### src/rtl/muldiv_pkg.sv
// rtl/muldiv_pkg.sv - shared types and constants for the RV32M multiply/divide unit
package muldiv_pkg;

  localparam int          XLEN      = 32;
  localparam logic [31:0] DIV0_QUOT = 32'hFFFF_FFFF;
  localparam logic [31:0] INT_MIN   = 32'h8000_0000;

  typedef enum logic [2:0] {
    MUL    = 3'd0,
    MULH   = 3'd1,
    MULHSU = 3'd2,
    MULHU  = 3'd3,
    DIV    = 3'd4,
    DIVU   = 3'd5,
    REM    = 3'd6,
    REMU   = 3'd7
  } funct3_e;

  typedef enum logic [1:0] {
    IDLE,
    CALC,
    FIN
  } state_e;

endpackage

### src/rtl/muldiv_unit.sv
// rtl/muldiv_unit.sv - iterative RV32M multiply/divide between register-file read and write-back
// Operands are reduced to magnitudes at accept; signs are reapplied in FIN.
module muldiv_unit
  import muldiv_pkg::*;
#(
  parameter int XLEN  = 32,
  parameter int CNT_W = 5
) (
  input  logic            clk,
  input  logic            rst,
  input  logic            start,
  input  logic [2:0]      funct3,
  input  logic [XLEN-1:0] op_a,
  input  logic [XLEN-1:0] op_b,
  input  logic [4:0]      rd_in,
  output logic            busy,
  output logic            done,
  output logic [XLEN-1:0] result,
  output logic [4:0]      rd_out,
  output logic            we_out
);

  state_e              state;
  funct3_e             fn;
  logic [CNT_W-1:0]    cnt;
  logic [2*XLEN-1:0]   acc;
  logic [XLEN-1:0]     opb;
  logic [4:0]          rd;
  logic                neg_q;
  logic                neg_r;

  funct3_e             f_in;
  logic                a_neg;
  logic                b_neg;
  logic                div0;
  logic                ovf;
  logic [XLEN-1:0]     a_mag;
  logic [XLEN-1:0]     b_mag;

  always_comb begin
    f_in  = funct3_e'(funct3);
    a_neg = (f_in inside {MULH, MULHSU, DIV, REM}) && op_a[XLEN-1];
    b_neg = (f_in inside {MULH, DIV, REM}) && op_b[XLEN-1];
    a_mag = a_neg ? -op_a : op_a;
    b_mag = b_neg ? -op_b : op_b;
    div0  = funct3[2] && (op_b == '0);
    ovf   = (f_in inside {DIV, REM}) && (op_a == INT_MIN) && (op_b == '1);
  end

  // Multiply shifts right adding into the upper half; divide shifts left,
  // so acc[63:31] is the 33-bit partial remainder for the trial subtract.
  logic [XLEN:0] mul_sum;
  logic [XLEN:0] div_diff;

  always_comb begin
    mul_sum  = {1'b0, acc[2*XLEN-1:XLEN]} + (acc[0] ? {1'b0, opb} : '0);
    div_diff = acc[2*XLEN-1:XLEN-1] - {1'b0, opb};
  end

  logic [2*XLEN-1:0] prod;
  logic [XLEN-1:0]   quot;
  logic [XLEN-1:0]   rem;
  logic [XLEN-1:0]   fin_res;

  always_comb begin
    prod = neg_q ? -acc : acc;
    quot = neg_q ? -acc[XLEN-1:0] : acc[XLEN-1:0];
    rem  = neg_r ? -acc[2*XLEN-1:XLEN] : acc[2*XLEN-1:XLEN];
    case (fn)
      MUL:                 fin_res = prod[XLEN-1:0];
      MULH, MULHSU, MULHU: fin_res = prod[2*XLEN-1:XLEN];
      DIV, DIVU:           fin_res = quot;
      default:             fin_res = rem;
    endcase
  end

  always_ff @(posedge clk or negedge rst) begin
    if (!rst) begin
      state  <= IDLE;
      fn     <= MUL;
      cnt    <= '0;
      acc    <= '0;
      opb    <= '0;
      rd     <= '0;
      neg_q  <= 1'b0;
      neg_r  <= 1'b0;
      busy   <= 1'b0;
      done   <= 1'b0;
      result <= '0;
      rd_out <= '0;
      we_out <= 1'b0;
    end else begin
      case (state)
        IDLE: begin
          if (start) begin
            fn   <= f_in;
            rd   <= rd_in;
            busy <= 1'b1;
            cnt  <= CNT_W'(XLEN - 1);
            opb  <= b_mag;
            // Special cases preload acc as {remainder, quotient} for FIN.
            if (div0) begin
              acc   <= {op_a, DIV0_QUOT};
              neg_q <= 1'b0;
              neg_r <= 1'b0;
              state <= FIN;
            end else if (ovf) begin
              acc   <= {{XLEN{1'b0}}, INT_MIN};
              neg_q <= 1'b0;
              neg_r <= 1'b0;
              state <= FIN;
            end else begin
              acc   <= {{XLEN{1'b0}}, a_mag};
              neg_q <= a_neg ^ b_neg;
              neg_r <= a_neg;
              state <= CALC;
            end
          end
        end
        CALC: begin
          if (fn[2]) begin
            if (!div_diff[XLEN]) acc <= {div_diff[XLEN-1:0], acc[XLEN-2:0], 1'b1};
            else                 acc <= {acc[2*XLEN-2:0], 1'b0};
          end else begin
            acc <= {mul_sum, acc[XLEN-1:1]};
          end
          if (cnt == '0) state <= FIN;
          else           cnt   <= cnt - CNT_W'(1);
        end
        FIN: begin
          if (!done) begin
            result <= fin_res;
            rd_out <= rd;
            we_out <= (rd != '0);
            done   <= 1'b1;
          end else begin
            done   <= 1'b0;
            we_out <= 1'b0;
            busy   <= 1'b0;
            state  <= IDLE;
          end
        end
        default: state <= IDLE;
      endcase
    end
  end

endmodule

### config.mk
export PLATFORM = sky130hd
export DESIGN_NAME = muldiv_unit
export DESIGN_NICKNAME = d
export VERILOG_FILES = /design/src/rtl/muldiv_pkg.sv /design/src/rtl/muldiv_unit.sv
export SDC_FILE = /design/constraint.sdc
export NUM_CORES = 1
export LEC_CHECK = 0
export ABC_CLOCK_PERIOD_IN_PS = 4300
export CAP_MARGIN = 0
export CORE_MARGIN = 2
export CORE_UTILIZATION = 60
export CTS_CLUSTER_DIAMETER = 200
export DETAILED_ROUTE_END_ITERATION = 12
export GPL_TIMING_DRIVEN = 1
export PLACE_DENSITY = 0.82
export SYNTH_ARGS = -nofsm -noshare
export SYNTH_HDL_FRONTEND = slang
export SYNTH_SLANG_ARGS = --single-unit
### constraint.sdc
create_clock -name clk -period 4.3 [get_ports clk]
set_input_delay 0.43 -clock clk [delete_from_list [all_inputs] [get_ports clk]]
set_output_delay 0.43 -clock clk [all_outputs]
set_load 0.1 [all_outputs]
==> results.py, run 1 <==
metrics = {
    "timing": {
        "setup_viol": 0,
        "final.min_clock_period_ns": 3.95,
        "maxClockFrequency_mhz": 253,
        "timing.max_slew.rel_slack": 0.339,
        "rsz0062_at_grt": "false",
        "timing.final.max_slew_violations": 0,
        "final-hold-violation-count": 0,
        "fin_setup_tns_ns": 0,
        "final_clock_skew_ns": 0.0170,
        "timing.final.crit_share": 0.919,
        "timing_worst_slew_pin_value_ns": 0.989,
    },
    "drt": {
        "drtPass1Iterations": 8,
        "route.detailed.vias_per_inst": 6.55,
        "via_count": 15100,
        "post_drt_wl_per_cell_um": 20.9,
        "route.antenna.remaining_nets": 0,
        "final_wl_um": 48100,
        "drtIter0Drc": 1648,
        "post-route-drc-count": 0,
    },
    "synthesis": {
        "synth_seq_area_share": 0.261,
        "synth_flop_cell": "sky130_fd_sc_hd__dfrtp_1",
        "cell_variety_after_synth": 82,
        "synth_cells": 1921,
        "syn_area_um2": 14700,
        "ys_async_sr_fraction": 1.00,
        "synth.yosys.warnings": 0,
        "synthesis.nets": 2069,
        "post_synth_edffs": 0,
        "syn_area_per_cell_um2": 7.64,
        "synth_seq_cells": 153,
    },
    "hold_path": {
        "hold_path_class": "in2async",
    },
    "finish": {
        "num_antenna_cells": 0,
        "fillCellCount": 2007,
        "layout.nets": 2116,
        "seq_area_um2": 3830,
        "fin_area_um2": 16800,
        "area_delta_synth_final_pct": 14.3,
        "share_of_final_layout_standard_cells_stronger_than_drive_strength_1": 0.0626,
        "area_of_the_multi_input_gates_um2": 10100,
    },
    "critical_path": {
        "critical_path_peak_fanout": 12,
        "required_ns": 4.63,
        "start_kind": "register",
        "critical_path.max_stage_delay_ns": 0.55,
        "crit_slowest_cell": "sky130_fd_sc_hd__a211oi_1",
        "worstSetupPathType": "reg2reg",
        "critPathArrivalTime_ns": 4.28,
        "flop2flop_setup_slack_ns": 0.35,
        "cp_cell_sequence": "inv_1, fa_1, nand2b_1, a21oi_1, o221a_2, a31oi_1, a211oi_1, or4b_1, nand3_2, buf_4, mux2i_1, a221oi_1",
        "critPathCaptureType": "register",
    },
    "placed_design": {
        "detailedPlacementHpwl_um": 36500,
        "globalplace.congestion": 1.07,
        "port_buffers": 114,
        "post_dp_cell_area_um2": 16200,
    },
    "power_and_ir_drop": {
        "power_leakage_nw": 6.97,
        "vdd_ir_drop_max_uv": 423,
        "power_density_nw_per_um2": 914,
    },
    "global_route": {
        "global_route_wire_length_before_repair_um": 76500,
        "maximum_number_of_pins_on_one_net_before_global_route_repair": 83,
        "first_global_vias": 14200,
        "grt_use_total": 0.370,
        "number_of_antenna_violations_at_the_first_check_in_global_routing": 0,
        "grt.overflow.total": 0,
    },
    "clock_network": {
        "post_cts_resize_count": 0,
        "clock_sink_count": 153,
        "tritoncts": "yes",
        "cts_htree_levels": 4,
        "max-clock-path-buffers": 2,
        "cts_setup_buffers": 0,
        "cts-buffers-inserted": 17,
        "clk-insertion-delay-late_ns": 0.45,
        "cts.root.buffer_cell": "sky130_fd_sc_hd__clkbuf_16",
        "cts_hold_buffers": 0,
        "clkTransAtPathRegs_ns": 0.07,
    },
    "floorplanning": {
        "pin_count": 115,
        "initial_utilization": 0.607,
        "die_w_um": 160,
        "rows": 57,
        "die_area_um2": 25700,
        "die_y_um": 160,
        "placeable_core_region_um2": 24200,
    },
    "job": {
        "drv.max_cap_violation_count": 0,
    },
    "status": {
        "outcome": "complete, no violations",
    },
}
final cells by class:
| cell class | instances | area share |
|---|---|---|
| Sequential cell | 153 | 0.228 |
| Clock inverter | 14 | 0.0104 |
| Multi-Input combinational cell | 1560 | 0.602 |
| Inverter | 66 | 0.0148 |
| Clock buffer | 18 | 0.0262 |
| Tap cell | 324 | 0.0242 |
| Timing Repair Buffer | 170 | 0.0946 |
cells in the final DEF, fill, tap and decap left out, types with 15 or more instances in the layout:
master	n
sky130_fd_sc_hd__nand2_1	241
sky130_fd_sc_hd__o21ai_0	207
sky130_fd_sc_hd__dfrtp_1	151
sky130_fd_sc_hd__a21oi_1	137
sky130_fd_sc_hd__nor2_1	124
sky130_fd_sc_hd__clkdlybuf4s50_1	113
sky130_fd_sc_hd__xnor2_1	106
sky130_fd_sc_hd__xor2_1	87
sky130_fd_sc_hd__ha_1	71
sky130_fd_sc_hd__inv_1	66
sky130_fd_sc_hd__mux2i_1	55
sky130_fd_sc_hd__buf_4	54
sky130_fd_sc_hd__nor3_1	45
sky130_fd_sc_hd__o31ai_1	32
sky130_fd_sc_hd__a31oi_1	32
sky130_fd_sc_hd__nand3_1	28
sky130_fd_sc_hd__a21o_1	27
sky130_fd_sc_hd__nand4_1	23
sky130_fd_sc_hd__or3_1	20
sky130_fd_sc_hd__nand2b_1	19
sky130_fd_sc_hd__nor4_1	19
sky130_fd_sc_hd__o22ai_1	17
sky130_fd_sc_hd__clkbuf_16	17
sky130_fd_sc_hd__and3_1	16
sky130_fd_sc_hd__a221oi_1	16
sky130_fd_sc_hd__nor2b_1	15
sky130_fd_sc_hd__or4_1	15
Yosys cell counts (all sizes together) (33+ instances only):
library cell  number  area share
a21oi            137       0.047
clkbuf           129       0.033
dfrtp            153        0.26
ha                71       0.060
inv               66       0.017
mux2i             55       0.037
nand2            241       0.062
nor2             126       0.032
nor3              46       0.016
o21ai            209       0.071
o31ai             33       0.018
xnor2            106       0.063
xor2              87       0.052
registers in the layout, indices dropped and copies added, names as in the netlist:
signal  flops
we_out      1
state       2
cnt         5
neg_r       1
acc        64
neg_q       1
fn          3
done        1
rd          5
busy        1
result     32
opb        32
rd_out      5
power by group:
part	leakage [nW]	internal (mW)	switching [mW]
combinational	4.81	4.27	6.58
clock	0.301	0.898	0.717
sequential	1.86	2.05	0.819
total	6.97	7.22	8.12
through the flow:
step	power, mW	hold slack [ns]	std cells	util	setup WS (ns)
6_report	15.3	0.0282	2305	0.694	0.350
5_1_grt	16.3	0.0941	2305	0.694	0.181
4_1_cts	15.0	0.0747	2305	0.694	0.440
3_5_place_dp	13.3	0.467	2273	0.669	0.462
3_3_place_gp	13.1	0.460	2273	0.669	0.607
2_1_floorplan	10.6	0.134	1921	-	0.926
metal layers:
| layer | vias up | track usage | part of all wire |
|---|---|---|---|
| met3 | 133 | 0.0522 | 0.091 |
| met2 | 805 | 0.612 | 0.47 |
| met5 | - | 0 | 0 |
| met4 | 0 | 0.140 | 0.034 |
| li1 | 7060 | - | - |
| met1 | 7095 | 0.494 | 0.41 |
kinds of logic after synthesis:
logic type / count (synthesis) / synth area share
AO/OA/AOI/OAI: 613 / 0.263
adder cells (fa/ha/maj): 73 / 0.0632
flip-flops: 153 / 0.261
XOR/XNOR: 193 / 0.115
buffers and inverters: 208 / 0.0539
AND/OR/NAND/NOR: 624 / 0.205
multiplexers: 57 / 0.0390
critical path: cells and delay by family (launching register included):
family | cells | cell delay, ns
flops | 1 | 0.53
mux | 1 | 0.13
fa+ha+maj | 1 | 0.45
compound gates | 5 | 1.57
buf+inv | 2 | 0.46
simple gates | 3 | 0.69
path summary, 6_finish.rpt:
| path | start | to | cells after the start |
|---|---|---|---|
| hold reg to reg | result[27] | result[27] | 2 |
| setup reg to reg | acc[32] | acc[53] | 12 |
| min in group clk | result[27] | result[27] | 2 |
| hold / removal | rst | result[2] | 1 |
| setup / recovery | acc[32] | acc[53] | 12 |
| max in group asynchronous | rst | acc[49] | 2 |
Power figures use the tool's default switching activity.
==> run 2: changes to the inputs <==
Settings changed: CELL_PAD_IN_SITES_DETAIL_PLACEMENT set to 1, CELL_PAD_IN_SITES_GLOBAL_PLACEMENT set to 1, CORE_UTILIZATION 60 to 45, PLACE_DENSITY 0.82 to not set, PLACE_DENSITY_LB_ADDON set to 0.1, SETUP_SLACK_MARGIN set to 0.2.
==> run 2 against run 1 <==
Die area grew 32%. Non-clock buffer count grew 9. Flip-flop and latch count is the same. Largest cell class unchanged. Largest power group unchanged.
==> results.py, run 2 (synthesized netlist as in run 1, its figures left out) <==
metrics = {
    "timing": {
        "final-hold-violation-count": 0,
        "timing_worst_slew_pin_value_ns": 1.00,
        "final.hold.worst_slack_ns": 0.475,
        "timing.final.crit_share": 0.908,
        "maxClockFrequency_mhz": 256,
        "final_clock_skew_ns": 0.0135,
        "rsz0062_at_grt": "false",
        "setup_viol": 0,
        "fin_setup_tns_ns": 0,
        "timing.max_slew.rel_slack": 0.333,
        "final.min_clock_period_ns": 3.91,
        "timing.final.max_slew_violations": 0,
    },
    "finish": {
        "area_delta_synth_final_pct": 15.7,
        "regMostFlops": "acc",
        "layout.nets": 2125,
        "most_frequent_standard_cell_in_the_layout_excluding_fill_and_tap_cells": "sky130_fd_sc_hd__nand2_1",
        "share_of_final_layout_standard_cells_stronger_than_drive_strength_1": 0.0673,
        "area_of_the_multi_input_gates_um2": 10100,
        "fillCellCount": 4000,
        "max_reg_flops": 64,
        "most_frequent_cells_in_the_layout": "sky130_fd_sc_hd__nand2_1, sky130_fd_sc_hd__o21ai_0, sky130_fd_sc_hd__dfrtp_1",
        "reg.largest.list": "acc: 64 flops, opb: 32 flops, result: 32 flops",
        "seq_area_um2": 3830,
    },
    "power_and_ir_drop": {
        "combinationalPowerShare": 0.713,
        "power_switching_mw": 8.45,
        "power_frac_clock": 0.097,
        "pwr-share-seq": 0.189,
        "internal_power_mw": 7.17,
        "power_density_nw_per_um2": 919,
        "power_leakage_nw": 6.99,
        "vdd_ir_drop_max_uv": 369,
        "sw_frac_of_total": 0.541,
    },
    "global_route": {
        "grt_use_total": 0.328,
        "global_route_wire_length_before_repair_um": 86600,
        "number_of_antenna_violations_at_the_first_check_in_global_routing": 1,
        "maximum_number_of_pins_on_one_net_before_global_route_repair": 70,
        "grt.overflow.total": 0,
        "first_global_vias": 15400,
    },
    "clock_network": {
        "cts.root.buffer_cell": "sky130_fd_sc_hd__clkbuf_16",
        "max-clock-path-buffers": 2,
        "clock_sink_count": 153,
        "clk-insertion-delay-late_ns": 0.46,
        "cts-buffers-inserted": 17,
        "clkTransAtPathRegs_ns": 0.07,
        "cts_htree_levels": 4,
        "tritoncts": "yes",
    },
    "floorplanning": {
        "die_area_um2": 34100,
        "die_y_um": 185,
        "initial_utilization": 0.454,
        "die_w_um": 185,
        "placeable_core_region_um2": 32400,
        "pin_count": 115,
        "rows": 66,
    },
    "drt": {
        "post_drt_wl_per_cell_um": 22.8,
        "drtIter0Drc": 919,
        "route.antenna.remaining_nets": 0,
        "drtPass1Iterations": 7,
        "via_count": 15200,
        "post-route-drc-count": 0,
        "final_wl_um": 55500,
        "route.detailed.vias_per_inst": 6.25,
    },
    "job": {
        "drv.max_cap_violation_count": 0,
    },
    "status": {
        "outcome": "complete, no violations",
    },
    "critical_path": {
        "worstSetupPathType": "reg2reg",
        "critical_path_peak_fanout": 26,
        "path_common_cell": "sky130_fd_sc_hd__a21oi_1",
        "cp_cell_sequence": "inv_1, buf_6, nor2_1, ha_1, a21oi_1, o21ai_0, a32oi_2, a21oi_1, and3_1, or4_1, a31oi_1, xnor2_1, a211o_1",
        "start_kind": "register",
        "critical_path.max_stage_delay_ns": 0.64,
        "required_ns": 4.64,
        "worst-path-buf-inv": 2,
        "critPathCaptureType": "register",
        "crit_slowest_cell": "sky130_fd_sc_hd__or4_1",
        "critPathArrivalTime_ns": 4.25,
        "worst_path_dominant_cell_family": "compound AO/OA/AOI/OAI gates",
    },
    "hold_path": {
        "hold_path_class": "reg2reg",
    },
    "placed_design": {
        "port_buffers": 114,
        "globalplace.congestion": 0.965,
        "detailedPlacementHpwl_um": 43200,
    },
}
-- run 2: cell count changes in the layout (fill, tap and decap cells not counted), moves of 2 or more --
cell / before / now
sky130_fd_sc_hd__buf_4: 54 / 61
sky130_fd_sc_hd__clkinv_4: 0 / 6
sky130_fd_sc_hd__inv_6: 6 / 2
sky130_fd_sc_hd__clkinvlp_4: 1 / 4
sky130_fd_sc_hd__inv_8: 3 / 1
-- run 2: worst min-delay path, stage by stage (launching register included) --
cell and delay (ns):
sky130_fd_sc_hd__dfrtp_1 0.34, sky130_fd_sc_hd__nand2_1 0.05, sky130_fd_sc_hd__o21ai_0 0.06
-- run 2: path summary, 6_finish.rpt --
check | start | end | slack, ns | cells after the start
min reg2reg | result[25] | result[25] | 0.47 | 2
max reg2reg | acc[0] | acc[61] | 0.39 | 13
max | acc[0] | acc[61] | 0.39 | 13
max in group asynchronous | rst | neg_q | 2.93 | 3
min in group asynchronous | rst | acc[6] | 0.49 | 2
min | result[25] | result[25] | 0.47 | 2
-- run 2: layout make-up --
type	instances	area share
sequential	153	0.226
antenna	1	0.000147
tap	442	0.0326
clock inverter	15	0.00862
timing repair buffer	179	0.0978
clock buffer	17	0.0250
multi-input combinational	1560	0.596
inverter	66	0.0146
-- run 2: power by group through the flow --
stage	Combinational, mW	Sequential [mW]	Clock, mW
final	11.1	2.96	1.52
after global routing	12.1	3.04	1.59
after CTS	10.9	2.93	1.54
after detailed placement	10.9	2.95	0
after global placement	10.5	2.92	0
after floorplan	7.66	2.92	0
-- run 2: per-layer routing --
layer	up-vias	GRT usage	wire [um]
met5	-	0	0
met4	0	0.152	2310
met3	116	0.0308	2550
met2	483	0.562	26500
met1	7532	0.417	24100
li1	7065	-	-
-- run 2: what timing repair did --
action / in CTS / in global routing
buffers inserted: 0 / 1
hold endpoints to repair: 54 / 0
resized for setup: 1 / 3
hold buffers: 1 / 0
pin swaps: 0 / 1
endpoints found under the setup margin: 13 / 27
-- run 2: through the flow --
stage               cells  power, mW  cell area [um2]  worst slack, ns  utilization
floorplan            1921       10.6            14700            0.926            -
global placement     2398       13.5            16400            0.385        0.506
detailed placement   2398       13.8            16400            0.150        0.506
CTS                  2431       15.4            17000            0.255        0.524
global route         2432       16.7            17000            0.210        0.525
finish               2433       15.6            17000            0.394        0.525
==> run 3: changes to the inputs <==
Settings changed: ABC_AREA set to 1, CAP_MARGIN 0 to not set, CORE_UTILIZATION 45 to 42.
==> run 3 against run 2 <==
Core utilization down 4.8 points. Final cell count grew 65%. Design area increased by 24%. Synthesized cell count up 75%. Flip-flop and latch count unchanged. Largest cell class unchanged. Count of clock-buffer cells in the layout unchanged. Critical path type unchanged. Clock skew is 0.0017 ns lower. Highest routed layer is now met5. Register-to-register slack better by 0.18 ns. Combinational power grew 34%.
==> results.py, run 3 <==
metrics = {
    "synthesis": {
        "synth_cells": 3354,
        "cell_variety_after_synth": 51,
        "syn_area_um2": 18600,
        "synth_seq_cells": 153,
        "post_synth_edffs": 0,
        "ys_async_sr_fraction": 1.00,
        "synth.area.top_cells": "sky130_fd_sc_hd__nand2_1, sky130_fd_sc_hd__dfrtp_1, sky130_fd_sc_hd__inv_1, sky130_fd_sc_hd__nand3_1, sky130_fd_sc_hd__nor2_1",
        "synth_flop_cell": "sky130_fd_sc_hd__dfrtp_1",
        "ys_top_cells_by_count": "sky130_fd_sc_hd__nand2_1, sky130_fd_sc_hd__inv_1, sky130_fd_sc_hd__nor2_1",
        "synth_top_area_cell": "sky130_fd_sc_hd__nand2_1",
        "synth_seq_area_share": 0.205,
        "synthesis.nets": 3502,
        "synth_top_area_share": 0.243,
        "synth.yosys.warnings": 0,
        "synth.most_common_cell": "sky130_fd_sc_hd__nand2_1",
        "syn_area_per_cell_um2": 5.56,
    },
    "critical_path": {
        "critical_path_peak_fanout": 33,
        "critPathArrivalTime_ns": 4.11,
        "required_ns": 4.69,
        "critPathCaptureType": "register",
        "rr_endpoint": "acc[48]",
        "flop2flop_setup_slack_ns": 0.58,
        "critical_path.reg2reg.startpoint": "acc[32]",
        "ff2ff_path_depth": 18,
        "worstSetupPathType": "reg2reg",
        "start_kind": "register",
    },
    "timing": {
        "final-hold-violation-count": 0,
        "timing_worst_slew_pin_value_ns": 1.13,
        "timing.max_slew.rel_slack": 0.243,
        "fin_setup_tns_ns": 0,
        "timing.final.crit_share": 0.866,
        "final_clock_skew_ns": 0.0119,
        "maxClockFrequency_mhz": 269,
        "timing.final.max_slew_violations": 0,
        "setup_viol": 0,
        "final.min_clock_period_ns": 3.72,
        "rsz0062_at_grt": "false",
    },
    "placed_design": {
        "globalplace.congestion": 0.983,
        "port_buffers": 114,
        "place.detailed.instances": 3987,
        "detailedPlacementHpwl_um": 72300,
    },
    "floorplanning": {
        "placeable_core_region_um2": 44000,
        "die_w_um": 215,
        "pin_count": 115,
        "rows": 77,
        "initial_utilization": 0.424,
        "die_y_um": 215,
        "die_area_um2": 46100,
    },
    "global_route": {
        "first_global_vias": 23100,
        "global_route_wire_length_before_repair_um": 137000,
        "maximum_number_of_pins_on_one_net_before_global_route_repair": 106,
        "grt.overflow.total": 0,
        "grt_use_total": 0.387,
        "number_of_antenna_violations_at_the_first_check_in_global_routing": 2,
    },
    "clock_network": {
        "max-clock-path-buffers": 2,
        "cts.root.buffer_cell": "sky130_fd_sc_hd__clkbuf_16",
        "cts-buffers-inserted": 17,
        "clk-insertion-delay-late_ns": 0.50,
        "clock_sink_count": 153,
        "clkTransAtPathRegs_ns": 0.08,
        "cts_htree_levels": 4,
        "post_cts_resize_count": 0,
        "tritoncts": "yes",
    },
    "drt": {
        "post-route-drc-count": 0,
        "route.detailed.vias_per_inst": 5.71,
        "via_count": 23000,
        "drtPass1Iterations": 7,
        "final_wl_um": 89200,
        "route.antenna.remaining_nets": 0,
        "post_drt_wl_per_cell_um": 22.2,
        "drtIter0Drc": 2369,
    },
    "finish": {
        "seq_area_um2": 3830,
        "area_delta_synth_final_pct": 12.5,
        "max_reg_flops": 64,
        "stdcell_count": 4020,
        "regMostFlops": "acc",
        "most_frequent_standard_cell_in_the_layout_excluding_fill_and_tap_cells": "sky130_fd_sc_hd__nand2_1",
        "most_frequent_cells_in_the_layout": "sky130_fd_sc_hd__nand2_1, sky130_fd_sc_hd__inv_1, sky130_fd_sc_hd__nor2_1",
        "layout.nets": 3563,
        "fillCellCount": 6411,
        "reg.largest.list": "acc: 64 flops, opb: 32 flops, result: 32 flops",
        "share_of_final_layout_standard_cells_stronger_than_drive_strength_1": 0.0452,
        "area_of_the_multi_input_gates_um2": 12400,
        "num_antenna_cells": 0,
    },
    "hold_path": {
        "hold_path_class": "in2reg",
        "holdPathStages": 3,
        "min_from": "rd_in[4]",
        "endpoint_of_the_worst_hold_timing_path": "rd[4]",
    },
    "status": {
        "outcome": "complete, no violations",
    },
    "job": {
        "drv.max_cap_violation_count": 0,
    },
    "power_and_ir_drop": {
        "power_density_nw_per_um2": 944,
        "power_leakage_nw": 11.1,
        "vdd_ir_drop_max_uv": 722,
    },
}
run 3: cell count changes after synthesis, moves of 27 or more:
| cell | previous run | this run |
|---|---|---|
| sky130_fd_sc_hd__nand2_1 | 241 | 1207 |
| sky130_fd_sc_hd__nand3_1 | 28 | 260 |
| sky130_fd_sc_hd__mux2i_1 | 55 | 0 |
| sky130_fd_sc_hd__a21oi_1 | 137 | 174 |
| sky130_fd_sc_hd__inv_1 | 66 | 511 |
| sky130_fd_sc_hd__xnor2_1 | 106 | 9 |
| sky130_fd_sc_hd__nor2_1 | 126 | 306 |
| sky130_fd_sc_hd__clkbuf_1 | 129 | 54 |
| sky130_fd_sc_hd__a21o_1 | 27 | 0 |
run 3: layout make-up:
| class | instances | share of cell area |
|---|---|---|
| Clock buffer | 17 | 0.0203 |
| Timing Repair Buffer | 151 | 0.0678 |
| Clock inverter | 15 | 0.0106 |
| Multi-Input combinational cell | 2572 | 0.590 |
| Tap cell | 592 | 0.0353 |
| Sequential cell | 153 | 0.183 |
| Inverter | 520 | 0.0930 |
run 3: metal layers:
metal / GRT usage / part of all wire
met1: 0.531 / 0.44
met2: 0.596 / 0.43
met3: 0.0824 / 0.087
met4: 0.141 / 0.037
met5: 0 / 0.00020
run 3: cell families after synthesis:
kind of cell / after synthesis / share of synthesized area
fa+ha+maj: 73 / 0.0498
xor+xnor: 76 / 0.0357
flops: 153 / 0.205
simple gates: 1956 / 0.439
compound gates: 467 / 0.139
buf+inv: 629 / 0.131
run 3: stage by stage:
stage | setup WS, ns | hold WS, ns | instance area (um2) | utilization | power, mW
floorplan | 1.78 | 0.134 | 18600 | - | 12.7
global placement | 0.756 | 0.459 | 20300 | 0.462 | 17.3
detailed placement | 0.662 | 0.470 | 20300 | 0.462 | 17.7
CTS | 0.655 | 0.451 | 21000 | 0.477 | 19.5
global route | 0.401 | 0.500 | 21000 | 0.477 | 21.3
finish | 0.576 | 0.465 | 21000 | 0.477 | 19.8
run 3: power breakdown:
part           internal, mW  switching (mW)
Clock                 0.898           0.803
Sequential             2.15            1.05
Combinational          4.13            10.8
Total                  7.17            12.6
run 3: critical path, cell delays in order (launching register included):
cell	delay (ns)
sky130_fd_sc_hd__dfrtp_1	0.58
sky130_fd_sc_hd__inv_1	0.34
sky130_fd_sc_hd__fa_1	0.54
sky130_fd_sc_hd__inv_1	0.08
sky130_fd_sc_hd__nand3_1	0.07
sky130_fd_sc_hd__nand2_2	0.17
sky130_fd_sc_hd__nand2_1	0.07
sky130_fd_sc_hd__nand2_1	0.19
sky130_fd_sc_hd__nand2_1	0.10
sky130_fd_sc_hd__nand2_2	0.11
sky130_fd_sc_hd__nand2_2	0.09
sky130_fd_sc_hd__nand2_1	0.08
sky130_fd_sc_hd__nand2_2	0.25
sky130_fd_sc_hd__nand2_4	0.44
sky130_fd_sc_hd__nand2_1	0.10
sky130_fd_sc_hd__nand3_1	0.09
sky130_fd_sc_hd__nand2_1	0.14
sky130_fd_sc_hd__nand2_1	0.10
sky130_fd_sc_hd__nand2_1	0.05
run 3: worst max path at each step:
stage            start      end  slack (ns)
2_1_floorplan   acc[0]  acc[59]        1.78
3_3_place_gp   acc[32]  acc[48]        0.76
3_5_place_dp   op_b[0]  acc[59]        0.66
4_1_cts        acc[32]  acc[60]        0.66
5_1_grt        acc[32]  acc[59]        0.40
6_report       acc[32]  acc[48]        0.58
run 3: what timing repair did:
item	in CTS	in global routing
hold buffers	1	0
buffers inserted	0	0
endpoints found under the hold margin	3	0
endpoints found under the setup margin	0	0
==> edit 1, RTL diff (config.mk and constraints of run 2) <==
Make the reset (`rst`) synchronous in one clocked block.
--- a/src/rtl/muldiv_unit.sv
+++ b/src/rtl/muldiv_unit.sv
@@ -74,7 +74,7 @@
     endcase
   end
 
-  always_ff @(posedge clk or negedge rst) begin
+  always_ff @(posedge clk) begin
     if (!rst) begin
       state  <= IDLE;
       fn     <= MUL;
Behaviour: differs if rst is asserted again (counterexample within 4 cycles, from zero or initial values and one cycle with rst low); with rst held inactive, the same outputs for 4 cycles.
==> edit 1 against run 2 <==
Global-route usage is 3.6 points higher; sequential share of layout area shrank 4.1 points; routed wire length increased by 10%; critical path depth is 2 lower; cell count grew 1.4%; worst setup slack got worse by 100 ps; clock skew fell by 2.1 ps; area after synthesis down 2.2%; utilization is 0.36 points higher; cell area down 2.1%; first-iteration DRC count up 74%; sequential cell count is the same; critical path type unchanged; largest cell class unchanged.
Power is not compared: it rests on default switching activity, and its combinational part moved more than twofold at a synthesized area within 25%.
==> edit 1: results (changes against run 2) <==
Synth
  – Synthesized net count: 2,135 (was 2,069)
  – Netlist cell types: 80 (was 82)
  – Post-synthesis xor/xnor area fraction: 11.1% (was 11.5%)
  – Cell taking the most area after synthesis: dfxtp_1 (was dfrtp_1)
  – Most frequent cells after synthesis: 216 x a21oi_1, 185 x nor2_1, 177 x nand2_1, 153 x dfxtp_1, 144 x o21ai_0 (was 241 x nand2_1, 207 x o21ai_0, 153 x dfrtp_1, 137 x a21oi_1, 129 x clkbuf_1)
  – Post-synthesis mux area share: 4.37% (was 3.90%)
  – Adder-cell share of the synthesized area: 6.47% (was 6.32%)
  – Ranking of synthesized cells by area: dfxtp_1 21%, a21oi_1 7.5%, ha_1 6.2% (was dfrtp_1 26%, o21ai_0 7.1%, xnor2_1 6.3%)
  – Synth Area in Compound Gates: 28.9% (was 26.3%)
  – Register area share after synthesis: 21.3% (was 26.1%)
  – FFs w/ async S/R, synth: 0% (was 100%)

Setup path
  – Worst path arrival time: 4300 ps (was 4250 ps)
  – Slowest CP cell: a31oi_1 (was or4_1)
  – CP startpoint: opb[26]$_SDFFE_PN0P_ (was acc[0]$_DFFE_PN0P_)
  – RR Endpoint: acc[41]$_SDFFE_PN0P_ (was acc[61]$_DFFE_PN0P_)
  – Crit-path max FO: 11 (was 26)
  – CP peak stage delay: 710 ps (was 640 ps)
  – Worst Reg2Reg Path Length in Cells: 11 (was 13)

Final layout
  – Ant diodes: 0 (was 1)
  – Filler cell count: 3,963 (was 4,000)
  – Fin nets: 2,201 (was 2,125)
  – Layout cells sized above 1: 8.62% (was 6.73%)

Outcome
  – Outcome: complete, no violations (unchanged)

Routing
  – DRT iter0 DRCs: 1,598 (was 919)
  – Routed via count: 16,200 (was 15,200)
  – WL met1: 27,700 µm (was 24,100 µm)
  – First-pass iteration count of the detailed router: 8 (was 7)
  – WL met3: 4670 µm (was 2550 µm)
  – Met2 wire length: 26,800 µm (was 26,500 µm)

Global routing
  – Overall routing resource usage: 36.4% (was 32.8%)
  – Initial antenna violation count: 3 (was 1)
  – First-pass GRT wire length: 94,200 µm (was 86,600 µm)
  – Pin count of the biggest net entering global routing: 72 (was 70)

Worst hold path
  – WHS Endpoint: opb[31]$_SDFFE_PN0P_ (was result[25]$_DFFE_PN0P_)
  – HP Start: opb[31]$_SDFFE_PN0P_ (was result[25]$_DFFE_PN0P_)

Placement
  – Pre-CTS worst setup slack: 397 ps (was 150 ps)
  – Detail Placement HPWL: 47,200 µm (was 43,200 µm)

Clock network
  – CTS Buf Count: 17 (unchanged)

Timing
  – Worst Tran Pin Value: 1040 ps (was 1000 ps)
  – Peak Freq: 250 MHz (was 256 MHz)
edit 1: through the flow:
step	instance area [µm²]	cells
after CTS	16600	2466
final	16600	2468
after global routing	16600	2468
after floorplan	14400	1987
after global placement	16000	2434
after detailed placement	16000	2434
edit 1: per-layer routing:
layer / vias to the layer above / track usage [%]
met1: 7957 / 50.1
met5: - / 0
met2: 678 / 56.8
met3: 122 / 6.57
li1: 7395 / -
met4: 0 / 13.5
edit 1: final cells by class:
cell class | count | area, µm² | area share, %
clock buffers | 17 | 425 | 2.56
clock inverters | 15 | 164 | 0.986
inverters | 62 | 238 | 1.43
multi-input cells | 1632 | 10500 | 63.4
flip-flops and latches | 153 | 3070 | 18.4
well taps | 402 | 503 | 3.02
repair buffers | 187 | 1690 | 10.2
edit 1: what timing repair did:
action	in CTS	in global routing
gates resized for setup	0	2
endpoints found under the hold margin	0	0
setup endpoints to repair	0	5
buffers inserted	0	1
==> edit 2, RTL diff (flow settings as in run 2) <==
Made on the original files. Set the parameter `CNT_W` to 10 (it was 5).
--- a/src/rtl/muldiv_unit.sv
+++ b/src/rtl/muldiv_unit.sv
@@ -4,7 +4,7 @@
   import muldiv_pkg::*;
 #(
   parameter int XLEN  = 32,
-  parameter int CNT_W = 5
+  parameter int CNT_W = 10
 ) (
   input  logic            clk,
   input  logic            rst,
Function: same outputs for any inputs over 4 cycles, from zero or initial values and one cycle with rst low; that may be too few to reach the edited logic, so the function may still have changed.
==> edit 2 against run 2 <==
The flow now finishes with violations (negative hold slack); area after synthesis fell by 0.14%; critical path depth fell by 3; routed wire length rose by 7.5%; clock skew fell by 0.54 ps; worst setup slack got worse by 33 ps; cell count rose by 1.1%; sequential cell count rose by 5; power rose by 4.2%; cell area rose by 1.1%; sequential share of layout area rose by 0.49 points; critical endpoint is now acc[0]$_DFFE_PN0P_.
==> edit 2: results (changes against run 2) <==
Synth
  – Mapped Cells: 1,919 (was 1,921)
  – Synth Area in Compound Gates: 27.3% (was 26.3%)
  – Synthesized net count: 2,066 (was 2,069)
  – Register area share after synthesis: 27.0% (was 26.1%)
  – Adder-cell share of the synthesized area: 6.25% (was 6.32%)
  – Post-synthesis xor/xnor area fraction: 11.2% (was 11.5%)

Timing
  – Hold_ws: -18.9 ps (was 475 ps)
  – Slew Limit Headroom: 26.6% (was 33.3%)
  – Clock skew: 13.0 ps (was 13.5 ps)
  – Final Hold Fails: 2 (was 0)

Final layout
  – Final non-filler cell total: 2,460 (was 2,433)
  – Layout cells sized above 1: 7.04% (was 6.73%)
  – Ant diodes: 0 (was 1)
  – Fin nets: 2,153 (was 2,125)

Setup path
  – Worst path arrival time: 4270 ps (was 4250 ps)
  – Cell family with most CP delay: simple AND/OR/NAND/NOR gates (was compound AO/OA/AOI/OAI gates)
  – FF-to-FF setup slack: 360 ps (was 390 ps)
  – CP peak stage delay: 700 ps (was 640 ps)

Global routing
  – Overall routing resource usage: 35.4% (was 32.8%)
  – Pin count of the biggest net entering global routing: 77 (was 70)
  – First-pass GRT wire length: 92,200 µm (was 86,600 µm)

Outcome
  – Outcome: finished with violations (was complete, no violations)
  – Failing checks: negative hold slack

Power and ir drop
  – Leakage power: 0.00707 µW (was 0.00699 µW)
  – VDD IR max: 0.541 mV (was 0.369 mV)
  – Pint: 7540 µW (was 7170 µW)

Routing
  – DRT iter0 DRCs: 1,552 (was 919)
  – Vias per cell: 6.45 (was 6.25)
  – Post-Route WL: 59,700 µm (was 55,500 µm)

Placement
  – Pre-CTS worst setup slack: 204 ps (was 150 ps)
## edit 2: cell count changes in the layout (fill, tap and decap cells not counted), sizes merged, moves of 8 or more
cell / delta
nand2: -19
o311a: -9
a21oi: +20
mux2i: -9
a221oi: +11
nor2: +30
buf: +22
a31oi: -12
nor4: +8
## edit 2: cell families (layout without fill, tap and decap cells)
family,after synthesis,count (layout)
and+or+nand+nor,617,617
xor gates and xnor gates,188,188
muxes,49,49
buffers and inverters,201,300
AOI/OAI and AO/OA,634,634
DFF,158,158
adders and majority gates,72,72
## edit 2: repair_timing
item | in CTS | in global routing
setup endpoints to repair | 3 | 5
gates resized for setup | 1 | 1
hold buffers | 0 | 0
## edit 2: how the worst max path moves through the flow
| stage | startpoint | endpoint | cells after the start |
|---|---|---|---|
| floorplan | acc[56]$_DFFE_PN0P_ | acc[58]$_DFFE_PN0P_ | 12 |
| global route | opb[27]$_DFFE_PN0P_ | acc[0]$_DFFE_PN0P_ | 12 |
| CTS | acc[52]$_DFFE_PN0P_ | acc[0]$_DFFE_PN0P_ | 10 |
| detailed placement | acc[52]$_DFFE_PN0P_ | acc[0]$_DFFE_PN0P_ | 10 |
| global placement | acc[52]$_DFFE_PN0P_ | acc[60]$_DFFE_PN0P_ | 9 |
| finish | acc[52]$_DFFE_PN0P_ | acc[0]$_DFFE_PN0P_ | 10 |
## edit 2: layer usage
layer | global-route usage [%] | vias up | routed length [µm]
li1 | - | 7136 | -
met4 | 14.6 | 2 | 2310
met2 | 54.9 | 664 | 26400
met5 | 0 | - | 13
met1 | 49.2 | 7924 | 27000
met3 | 4.98 | 132 | 3950
## edit 2: power by group through the flow
stage / clock, µW / combinational, µW / sequential [µW]
floorplan: 0 / 7690 / 3060
global placement: 0 / 11000 / 2950
detailed placement: 0 / 11300 / 2990
CTS: 1660 / 11500 / 2970
global route: 1710 / 12700 / 3080
finish: 1640 / 11600 / 3000
## edit 2: per-stage QoR
stage / utilization (%) / cell area (µm²) / hold WS, ps
finish: 53.2 / 17200 / -18.9
global route: 53.2 / 17200 / 36.4
CTS: 53.2 / 17200 / 9.49
detailed placement: 51.3 / 16600 / 469
global placement: 51.3 / 16600 / 460
floorplan: - / 14700 / 134
## edit 2: worst reg2reg max path, cell delays in order, from the launching register on
cell and delay, ps:
dfrtp_1 540, ha_2 530, nand4_1 230, nor4_2 440, o21ai_0 290, and3_1 240, or4_2 700, buf_12 220
a21oi_1 220, nor2_1 70, a221oi_1 340
## edit 2: final cells by class
type	instances	area (µm²)	share of cell area, %
repair buffers	200	1830	10.6
multi-input cells	1560	9970	58.1
clock inverters	12	159	0.926
clock buffers	19	443	2.58
flip-flops and latches	158	3960	23.0
inverters	69	259	1.51
well taps	442	553	3.22
